File: config.mk
export PLATFORM = sky130hd
export DESIGN_NAME = sdram_read_flat
export DESIGN_NICKNAME = d
export VERILOG_FILES = /design/src/rtl/sdram_pkg.sv /design/src/rtl/sdram_read_if.sv /design/src/rtl/sdram_rd_capture.sv /design/src/rtl/sdram_read.sv /design/src/flat_wrapper.sv
export SDC_FILE = /design/constraint.sdc
export NUM_CORES = 1
export LEC_CHECK = 0
export CORE_ASPECT_RATIO = 0.75
export CORE_MARGIN = 2
export CORE_UTILIZATION = 55
export DETAILED_ROUTE_END_ITERATION = 8
export GPL_TIMING_DRIVEN = 0
export PLACE_DENSITY = 0.8
export SYNTH_ARGS = -nofsm -noshare
export SYNTH_HDL_FRONTEND = slang
export SYNTH_SLANG_ARGS = --single-unit
File: constraint.sdc
create_clock -name sclk -period 6.75 [get_ports sclk]
set_clock_uncertainty 0.1 [all_clocks]
set_input_delay 0.675 -clock sclk [delete_from_list [all_inputs] [get_ports sclk]]
set_output_delay 0.675 -clock sclk [all_outputs]
set_load 0.02 [all_outputs]
File: src/rtl/sdram_pkg.sv
// Shared SDRAM controller definitions: command encodings, engine states, fixed addresses.
package sdram_pkg;
  // {CS,RAS,CAS,WE}
  localparam logic [3:0] CMD_NOP = 4'b0111;
  localparam logic [3:0] CMD_ACT = 4'b0011;
  localparam logic [3:0] CMD_RD  = 4'b0101;
  localparam logic [3:0] CMD_PRE = 4'b0010;

  localparam logic [11:0] PRE_ADDR = 12'h400;

  typedef enum logic [4:0] {
    S_IDLE = 5'b00001,
    S_REQ  = 5'b00010,
    S_ACT  = 5'b00100,
    S_RD   = 5'b01000,
    S_PRE  = 5'b10000
  } state_t;

  typedef enum logic [1:0] {
    PK_DONE = 2'd0,
    PK_INTR = 2'd1,
    PK_ROW  = 2'd2
  } pre_kind_t;
endpackage

File: src/rtl/sdram_read_if.sv
// Read engine bus: arbiter handshake, SDRAM command/address, DQ input and captured data.
interface sdram_read_if;
  logic        rd_trig;
  logic        rd_en;
  logic        ref_req;
  logic        rd_req;
  logic        flag_rd_end;
  logic [3:0]  rd_cmd;
  logic [11:0] rd_addr;
  logic [1:0]  bank_addr;
  logic [15:0] sdram_dq;
  logic [15:0] rd_data;
  logic        rd_data_vld;

  modport master (
    input  rd_trig, rd_en, ref_req, sdram_dq,
    output rd_req, flag_rd_end, rd_cmd, rd_addr, bank_addr, rd_data, rd_data_vld
  );
  modport slave (
    output rd_trig, rd_en, ref_req, sdram_dq,
    input  rd_req, flag_rd_end, rd_cmd, rd_addr, bank_addr, rd_data, rd_data_vld
  );
endinterface

File: src/rtl/sdram_rd_capture.sv
// Read data capture: READ-issue marks shifted through a CL-aligned pipe open a 4-word DQ window.
module sdram_rd_capture #(
  parameter int CL = 3
) (
  input  logic        sclk,
  input  logic        s_rst_n,
  input  logic        rd_issue,
  input  logic [15:0] sdram_dq,
  output logic [15:0] rd_data,
  output logic        rd_data_vld,
  output logic        pipe_empty
);
  localparam int STAGES = CL + 3;

  logic [STAGES:0] vld_pipe;
  logic            in_window;

  // rd_issue leads the registered READ command by one cycle, so DQ of the
  // burst is on the bus while the mark sits in stages CL..CL+3.
  assign in_window  = |vld_pipe[STAGES:CL];
  assign pipe_empty = ~|vld_pipe;

  always_ff @(posedge sclk or negedge s_rst_n) begin
    if (!s_rst_n) begin
      vld_pipe    <= '0;
      rd_data     <= '0;
      rd_data_vld <= 1'b0;
    end else begin
      vld_pipe    <= {vld_pipe[STAGES-1:0], rd_issue};
      rd_data_vld <= in_window;
      if (in_window) rd_data <= sdram_dq;
    end
  end
endmodule

File: src/rtl/sdram_read.sv
// SDRAM read engine: arbitrates for the bus, walks bank 0 rows in 4-word READ bursts,
// yields to refresh at burst boundaries and resumes at the first unread burst.
module sdram_read
  import sdram_pkg::*;
#(
  parameter int CL       = 3,
  parameter int T_RCD    = 4,
  parameter int T_RP     = 4,
  parameter int LAST_ROW = 2
) (
  input logic          sclk,
  input logic          s_rst_n,
  sdram_read_if.master bus
);
  state_t    state;
  pre_kind_t pre_kind;
  logic [3:0]  cnt;
  logic [1:0]  burst_cnt;
  logic [11:0] row;
  logic [8:0]  col;
  logic        rd_issue, pipe_empty, row_end, last_burst;

  assign bus.rd_req    = (state == S_REQ);
  assign bus.bank_addr = 2'b00;
  assign rd_issue      = (state == S_RD) && (burst_cnt == 2'd0);
  assign row_end       = (col == 9'd508);
  assign last_burst    = row_end && (row == 12'(LAST_ROW));

  always_ff @(posedge sclk or negedge s_rst_n) begin
    if (!s_rst_n) begin
      state           <= S_IDLE;
      pre_kind        <= PK_DONE;
      cnt             <= '0;
      burst_cnt       <= '0;
      row             <= '0;
      col             <= '0;
      bus.rd_cmd      <= CMD_NOP;
      bus.rd_addr     <= '0;
      bus.flag_rd_end <= 1'b0;
    end else begin
      bus.rd_cmd      <= CMD_NOP;
      bus.rd_addr     <= '0;
      bus.flag_rd_end <= 1'b0;
      case (state)
        S_IDLE: if (bus.rd_trig) state <= S_REQ;
        S_REQ: if (bus.rd_en) begin
          state <= S_ACT;
          cnt   <= '0;
        end
        S_ACT: begin
          if (cnt == 4'd0) begin
            bus.rd_cmd  <= CMD_ACT;
            bus.rd_addr <= row;
          end
          if (cnt == 4'(T_RCD - 1)) begin
            state     <= S_RD;
            cnt       <= '0;
            burst_cnt <= '0;
          end else cnt <= cnt + 4'd1;
        end
        S_RD: begin
          burst_cnt <= burst_cnt + 2'd1;
          if (burst_cnt == 2'd0) begin
            bus.rd_cmd  <= CMD_RD;
            bus.rd_addr <= {3'b000, col};
          end
          if (burst_cnt == 2'd3) begin
            col <= col + 9'd4;
            if (last_burst) begin
              state    <= S_PRE;
              pre_kind <= PK_DONE;
              row      <= '0;
              col      <= '0;
            end else begin
              // Row advances even when refresh wins, so a resume lands on the next row.
              if (row_end) row <= row + 12'd1;
              if (bus.ref_req) begin
                state    <= S_PRE;
                pre_kind <= PK_INTR;
              end else if (row_end) begin
                state    <= S_PRE;
                pre_kind <= PK_ROW;
              end
            end
          end
        end
        S_PRE: begin
          if (cnt == 4'd0) begin
            bus.rd_cmd  <= CMD_PRE;
            bus.rd_addr <= PRE_ADDR;
          end
          if (cnt != 4'hf) cnt <= cnt + 4'd1;
          // Hold the bus until in-flight burst data has been captured.
          if (cnt >= 4'(T_RP - 1) && pipe_empty) begin
            cnt <= '0;
            case (pre_kind)
              PK_DONE: begin
                state           <= S_IDLE;
                bus.flag_rd_end <= 1'b1;
              end
              PK_INTR: begin
                state           <= S_REQ;
                bus.flag_rd_end <= 1'b1;
              end
              default: state <= S_ACT;
            endcase
          end
        end
        default: state <= S_IDLE;
      endcase
    end
  end

  sdram_rd_capture #(.CL(CL)) u_cap (
    .sclk        (sclk),
    .s_rst_n     (s_rst_n),
    .rd_issue    (rd_issue),
    .sdram_dq    (bus.sdram_dq),
    .rd_data     (bus.rd_data),
    .rd_data_vld (bus.rd_data_vld),
    .pipe_empty  (pipe_empty)
  );
endmodule

File: src/flat_wrapper.sv
// flat-port wrapper written by rule: the top's interface ports become plain ports
module sdram_read_flat import sdram_pkg::*;
#(
  parameter int CL       = 3,
  parameter int T_RCD    = 4,
  parameter int T_RP     = 4,
  parameter int LAST_ROW = 2
)
  (sclk, s_rst_n, bus_rd_trig, bus_rd_en, bus_ref_req, bus_sdram_dq, bus_rd_req, bus_flag_rd_end, bus_rd_cmd, bus_rd_addr, bus_bank_addr, bus_rd_data, bus_rd_data_vld);
  sdram_read_if bus_i ();
  input logic sclk;
  input logic s_rst_n;
  input wire logic [$bits(bus_i.rd_trig)-1:0] bus_rd_trig;
  input wire logic [$bits(bus_i.rd_en)-1:0] bus_rd_en;
  input wire logic [$bits(bus_i.ref_req)-1:0] bus_ref_req;
  input wire logic [$bits(bus_i.sdram_dq)-1:0] bus_sdram_dq;
  output wire logic [$bits(bus_i.rd_req)-1:0] bus_rd_req;
  output wire logic [$bits(bus_i.flag_rd_end)-1:0] bus_flag_rd_end;
  output wire logic [$bits(bus_i.rd_cmd)-1:0] bus_rd_cmd;
  output wire logic [$bits(bus_i.rd_addr)-1:0] bus_rd_addr;
  output wire logic [$bits(bus_i.bank_addr)-1:0] bus_bank_addr;
  output wire logic [$bits(bus_i.rd_data)-1:0] bus_rd_data;
  output wire logic [$bits(bus_i.rd_data_vld)-1:0] bus_rd_data_vld;
  assign bus_i.rd_trig = bus_rd_trig;
  assign bus_i.rd_en = bus_rd_en;
  assign bus_i.ref_req = bus_ref_req;
  assign bus_i.sdram_dq = bus_sdram_dq;
  assign bus_rd_req = bus_i.rd_req;
  assign bus_flag_rd_end = bus_i.flag_rd_end;
  assign bus_rd_cmd = bus_i.rd_cmd;
  assign bus_rd_addr = bus_i.rd_addr;
  assign bus_bank_addr = bus_i.bank_addr;
  assign bus_rd_data = bus_i.rd_data;
  assign bus_rd_data_vld = bus_i.rd_data_vld;
  sdram_read #(.CL(CL), .T_RCD(T_RCD), .T_RP(T_RP), .LAST_ROW(LAST_ROW)) u_core (.sclk(sclk), .s_rst_n(s_rst_n), .bus(bus_i));
endmodule
Yosys cells after proc, flatten, opt, wreduce, memory -nomap -nowiden
Cells that the tools add are included.
- logic and storage cells: 89
- input bits: 21
- output and inout port bits: 37
- register bits after elaboration: 75
- eq/ne operators: 18
- order comparisons: 1
- reduce and logical (&&, ||, !) cells: 20
- muxes and demuxes: 34
- add/subtract/negate cells: 4
- operator list (operator ; count):
    two-way mux 5 bit ; 8
    two-way mux 12 bit ; 3
    one-hot mux 12 bit (3 select lines) ; 1
    one-hot mux 5 bit (5 select lines) ; 1
    one-hot mux 4 bit (3 select lines) ; 2
    two-way mux 9 bit ; 2
    two-way mux 4 bit ; 4
    adder 12 x 1 -> 12 bit (second input constant) ; 1
    equality test 12 x 2 -> 1 bit (second input constant) ; 1
    two-way mux 11 bit ; 1
    two-way mux 2 bit ; 5
    adder 9 x 3 -> 9 bit (second input constant) ; 1
    equality test 9 bit (second input constant) ; 1
    AND reduction 3 bit ; 3
    OR reduction 7 bit ; 1
    two-way mux 3 bit ; 2
    != test 2 bit (second input constant) ; 3
    one-hot mux 3 bit (2 select lines) ; 1
    AND reduction 6 bit ; 1
    nonzero test 3 bit ; 2
    equality test 5 x 1 -> 1 bit (second input constant) ; 1
    equality test 5 x 2 -> 1 bit (second input constant) ; 1
    equality test 5 x 3 -> 1 bit (second input constant) ; 1
    equality test 5 x 4 -> 1 bit (second input constant) ; 1
    other kinds (21) ; 29

Logic depth before layout (Yosys ltp)
- word-level depth: 6
- gate-level depth with buffers: 8
- gate-level depth less buffers: 6

By module
A second synthesis with hierarchy kept.
- cells, all modules: 279
- area total of the unflattened synthesis: 3325.7 um^2
- modules (own cells, without submodules) (module ; instances ; cells an instance ; seq. area each (um^2) ; area an instance (um^2)):
    sdram_read ; 1 ; 235 ; 1206.2 ; 2466.1
    sdram_rd_capture ; 1 ; 44 ; 600.6 ; 859.6

Worst setup path after synthesis
OpenSTA, ideal clock, no wires.
- path kind: register to output
- from: reg u_core.state[2]
- to: out bus_rd_req
- stages on the path, launching flop included: 4
- path slack: 4.591 ns
- data arrival time: 1.384 ns
- required time: 5.975 ns
- path buffers: 1
- cell sequence: dfrtp_1 clkbuf_1 nor3_1 nor3b_1
- word-level cells in the longest chain between the ends: 1
- ends and longest elaborated chain (element ; RTL line ; source):
    from (decl) ; sdram_read.sv:15 ; state_t state;
    from (signal assigned) ; sdram_read.sv:31 ; state <= S_IDLE;
    from (signal assigned) ; sdram_read.sv:45 ; S_IDLE: if (bus.rd_trig) state <= S_REQ;
    from (signal assigned) ; sdram_read.sv:47 ; state <= S_ACT;
    equality test 5 x 2 -> 1 bit ; sdram_read.sv:23 ; assign bus.rd_req = (state == S_REQ);
    to (decl) ; flat_wrapper.sv:17 ; output wire logic [$bits(bus_i.rd_req)-1:0] bus_rd_req;
Every way passes these cells.

Final worst setup path
Same ends and word-level chain as after synthesis.

==> results_dict.tcl <==
set metrics [dict create \
    netlist_instances 290 \
    min_path_cells 0 \
    ys_seq_area_share_pct 56.0 \
    yosysWarnings 0 \
    worstHoldStart "u_core.u_cap.vld_pipe[0]$_DFF_PN0_" \
    final_cells 440 \
    port_buffers 54 \
    finalSetupViolations 0 \
    antenna_left 0 \
    die_w_um 92.5 \
    crit_chain "clkbuf_1, nor3_1, nor3b_1, clkdlybuf4s50_1" \
    avgRoutedWirePerCell_um 15.3 \
    synth_common_cells "dfrtp_1, nand2_1, o21ai_0" \
    clk_pin_slew_worst_paths_ps 70 \
    path_max_fanout 10 \
    cts.sinks 72 \
    diodes 0 \
    start_util_pct 56.3 \
    grt_max_degree 73 \
    fp.dieH_um 70.3 \
    holdCritPathClass "reg2reg" \
    track_usage_pct 22.8 \
    grt_pass1_wl_mm 11.5 \
    critPathKind "reg2out" \
    fin_crit_sh_pct 45.2 \
    dp_slack_ps 4010 \
    rr_startpoint "u_core.state[0]$_DFFE_PN1P_" \
    total_leakage_power_nw 1.85 \
    slew_violations 0 \
    dieArea_sq_um 6500 \
    wl_mm 6.71 \
    synth_area_sq_um 3230 \
    hpwl_mm 4.58 \
    cts_hold_buf 0 \
    insertion_delay_ps 350 \
    num_rows 24 \
    drtIter0Drc 142 \
    total_power_w 0.00143 \
    first_pass_iters 4 \
    area.growth.synth_to_final_pct 26.7 \
    whs_endpoint "u_core.u_cap.vld_pipe[1]$_DFF_PN0_" \
    status "complete, no violations" \
    cts-root-buf "clkbuf_8" \
    cts_resized 0 \
    gp_congestion 0.873 \
    layout_setup_ws_ps 3700 \
    netlist_top_cells_area "dfrtp_1, mux2_2, dfstp_2, ha_1, o21ai_0" \
    synth_edf_count 0 \
    max_slew_margin_pct 42.0 \
    yosysMostFrequentCell "dfrtp_1" \
    reg2reg_depth 6 \
    period_needed_ps 3050 \
    holdWs_ps 278 \
    synth_top_area_share_pct 52.7 \
    cts_setup_buffers 0 \
    nets 386 \
    ys_types 47 \
    ir_drop_mv 0.209 \
    antenna_found_initial 0 \
    crit_required_ps 5970 \
    dp_cells 424 \
    via_count 2448 \
    async_reset_ff_share_pct 100 \
    core_area_sq_um 5740 \
    rrSetupSlack_ps 4280 \
    cts_buffers 9 \
    max_cap_violations 0 \
    gr-total-overflow 0 \
    hold_viol_final 0 \
    tightest_slew_ps 859 \
    slowest_stage "clkdlybuf4s50_1" \
    startpoint_type "flop" \
    rsz0062_at_grt "false" \
    ys.flop_type "dfrtp_1" \
    synth_seq_cells 72 \
    drc_errors 0 \
    htree_levels 3 \
    arrival_ps 2280 \
    fmax_ghz 0.328 \
    ios 58 \
    yosysTopAreaCell "dfrtp_1" \
    worstSetupEndpointType "primary output" \
    cpPeakStageDelay_ps 670 \
    power_density_nw_per_um2 350 \
    first_global_vias 2471 \
    avgSynthCellArea_sq_um 11.1 \
    drt-vias-per-instance 5.56 \
    drive_gt1_share_pct 13.5 \
    reg2reg_to "u_core.state[3]$_DFFE_PN0P_" \
    cts_tree "built" \
    final.setup.tns_ps 0 \
    cts_buffer_depth 2 \
]
-- where the power goes --
part / leakage [nW] / internal [W] / switching (W)
Sequential: 0.955 / 0.000516 / 0.0000473
Clock: 0.111 / 0.000210 / 0.000165
Combinational: 0.784 / 0.000242 / 0.000252
Total: 1.85 / 0.000968 / 0.000464
-- critical path, delay by kind of cell, from the launching register on --
kind	cells	cell delay (ps)
buf+inv	2	900
flops	1	410
simple gates	2	620
-- layout make-up --
cell class | count | area [sq um]
Buffer | 16 | 80.1
Timing Repair Buffer | 54 | 538
Fill cell | 412 | 1650
Clock buffer | 10 | 128
Clock inverter | 6 | 91.3
Multi-Input combinational cell | 193 | 1310
Tap cell | 78 | 97.6
Inverter | 11 | 41.3
Sequential cell | 72 | 1810
-- placed cells by master, fill, tap and decap left out, drive strengths merged, types with 3 or more instances in the layout --
cell type / count
o21ai: 21
clkdlybuf4s50: 53
nand2: 25
a21oi: 5
and3: 10
nor3b: 3
nor2b: 3
nand2b: 3
dfrtp: 68
xnor2: 3
a22o: 10
nor4: 5
nor2: 16
buf: 6
clkbuf: 21
dfstp: 4
conb: 3
ha: 8
and2: 5
xor2: 9
mux2: 16
inv: 12
nand3: 8
o22ai: 3
nor3: 9
and4: 3
nand4: 6
clkinv: 3
-- registers in the layout, indices dropped and copies added (netlist names) --
register                  count
u_core.burst_cnt              2
u_core.u_cap.vld_pipe         7
u_core.pre_kind               2
u_core.bus.rd_addr           12
u_core.state                  5
u_core.bus.rd_cmd             3
u_core.cnt                    4
u_core.u_cap.rd_data_vld      1
u_core.bus.flag_rd_end        1
u_core.col                    7
u_core.u_cap.rd_data         16
u_core.row                   12
-- logic make-up (layout without fill, tap and decap cells) --
kind of cell	count (synthesis)	in the layout	share of synthesized area [%]
buffers and inverters	27	97	3.76
other	1	3	0.116
adder cells (fa/ha/maj)	8	8	3.10
AND/OR/NAND/NOR	103	103	17.4
XOR/XNOR	12	12	3.26
flip-flops	72	72	56.0
AO/OA/AOI/OAI	51	51	10.9
multiplexers	16	16	5.58
-- worst max path at each step --
stage,startpoint,endpoint,slack (ps)
after detailed placement,bus_rd_en,u_core.cnt[0]$_DFFE_PN0P_,4010
after global routing,u_core.state[2]$_DFFE_PN0P_,bus_rd_req,3560
final,u_core.state[2]$_DFFE_PN0P_,bus_rd_req,3700
after global placement,s_rst_n,u_core.state[3]$_DFFE_PN0P_,2560
after floorplan,u_core.state[2]$_DFFE_PN0P_,bus_rd_req,4590
after CTS,u_core.state[2]$_DFFE_PN0P_,bus_rd_req,3730
-- through the flow --
stage | util (%) | instance area [sq um]
2_1_floorplan | - | 3240
3_3_place_gp | 67.5 | 3870
3_5_place_dp | 67.5 | 3870
4_1_cts | 71.3 | 4090
5_1_grt | 71.3 | 4090
6_report | 71.3 | 4090
-- layer usage --
metal / GRT usage [%] / wire [um] / vias up
met1: 31.4 / 3080 / 1199
li1: - / - / 1163
met2: 34.1 / 3080 / 79
met3: 8.85 / 487 / 7
met4: 6.47 / 61 / 0
met5: 0 / 0 / -
Note: power is estimated with default switching activity, not from simulation.
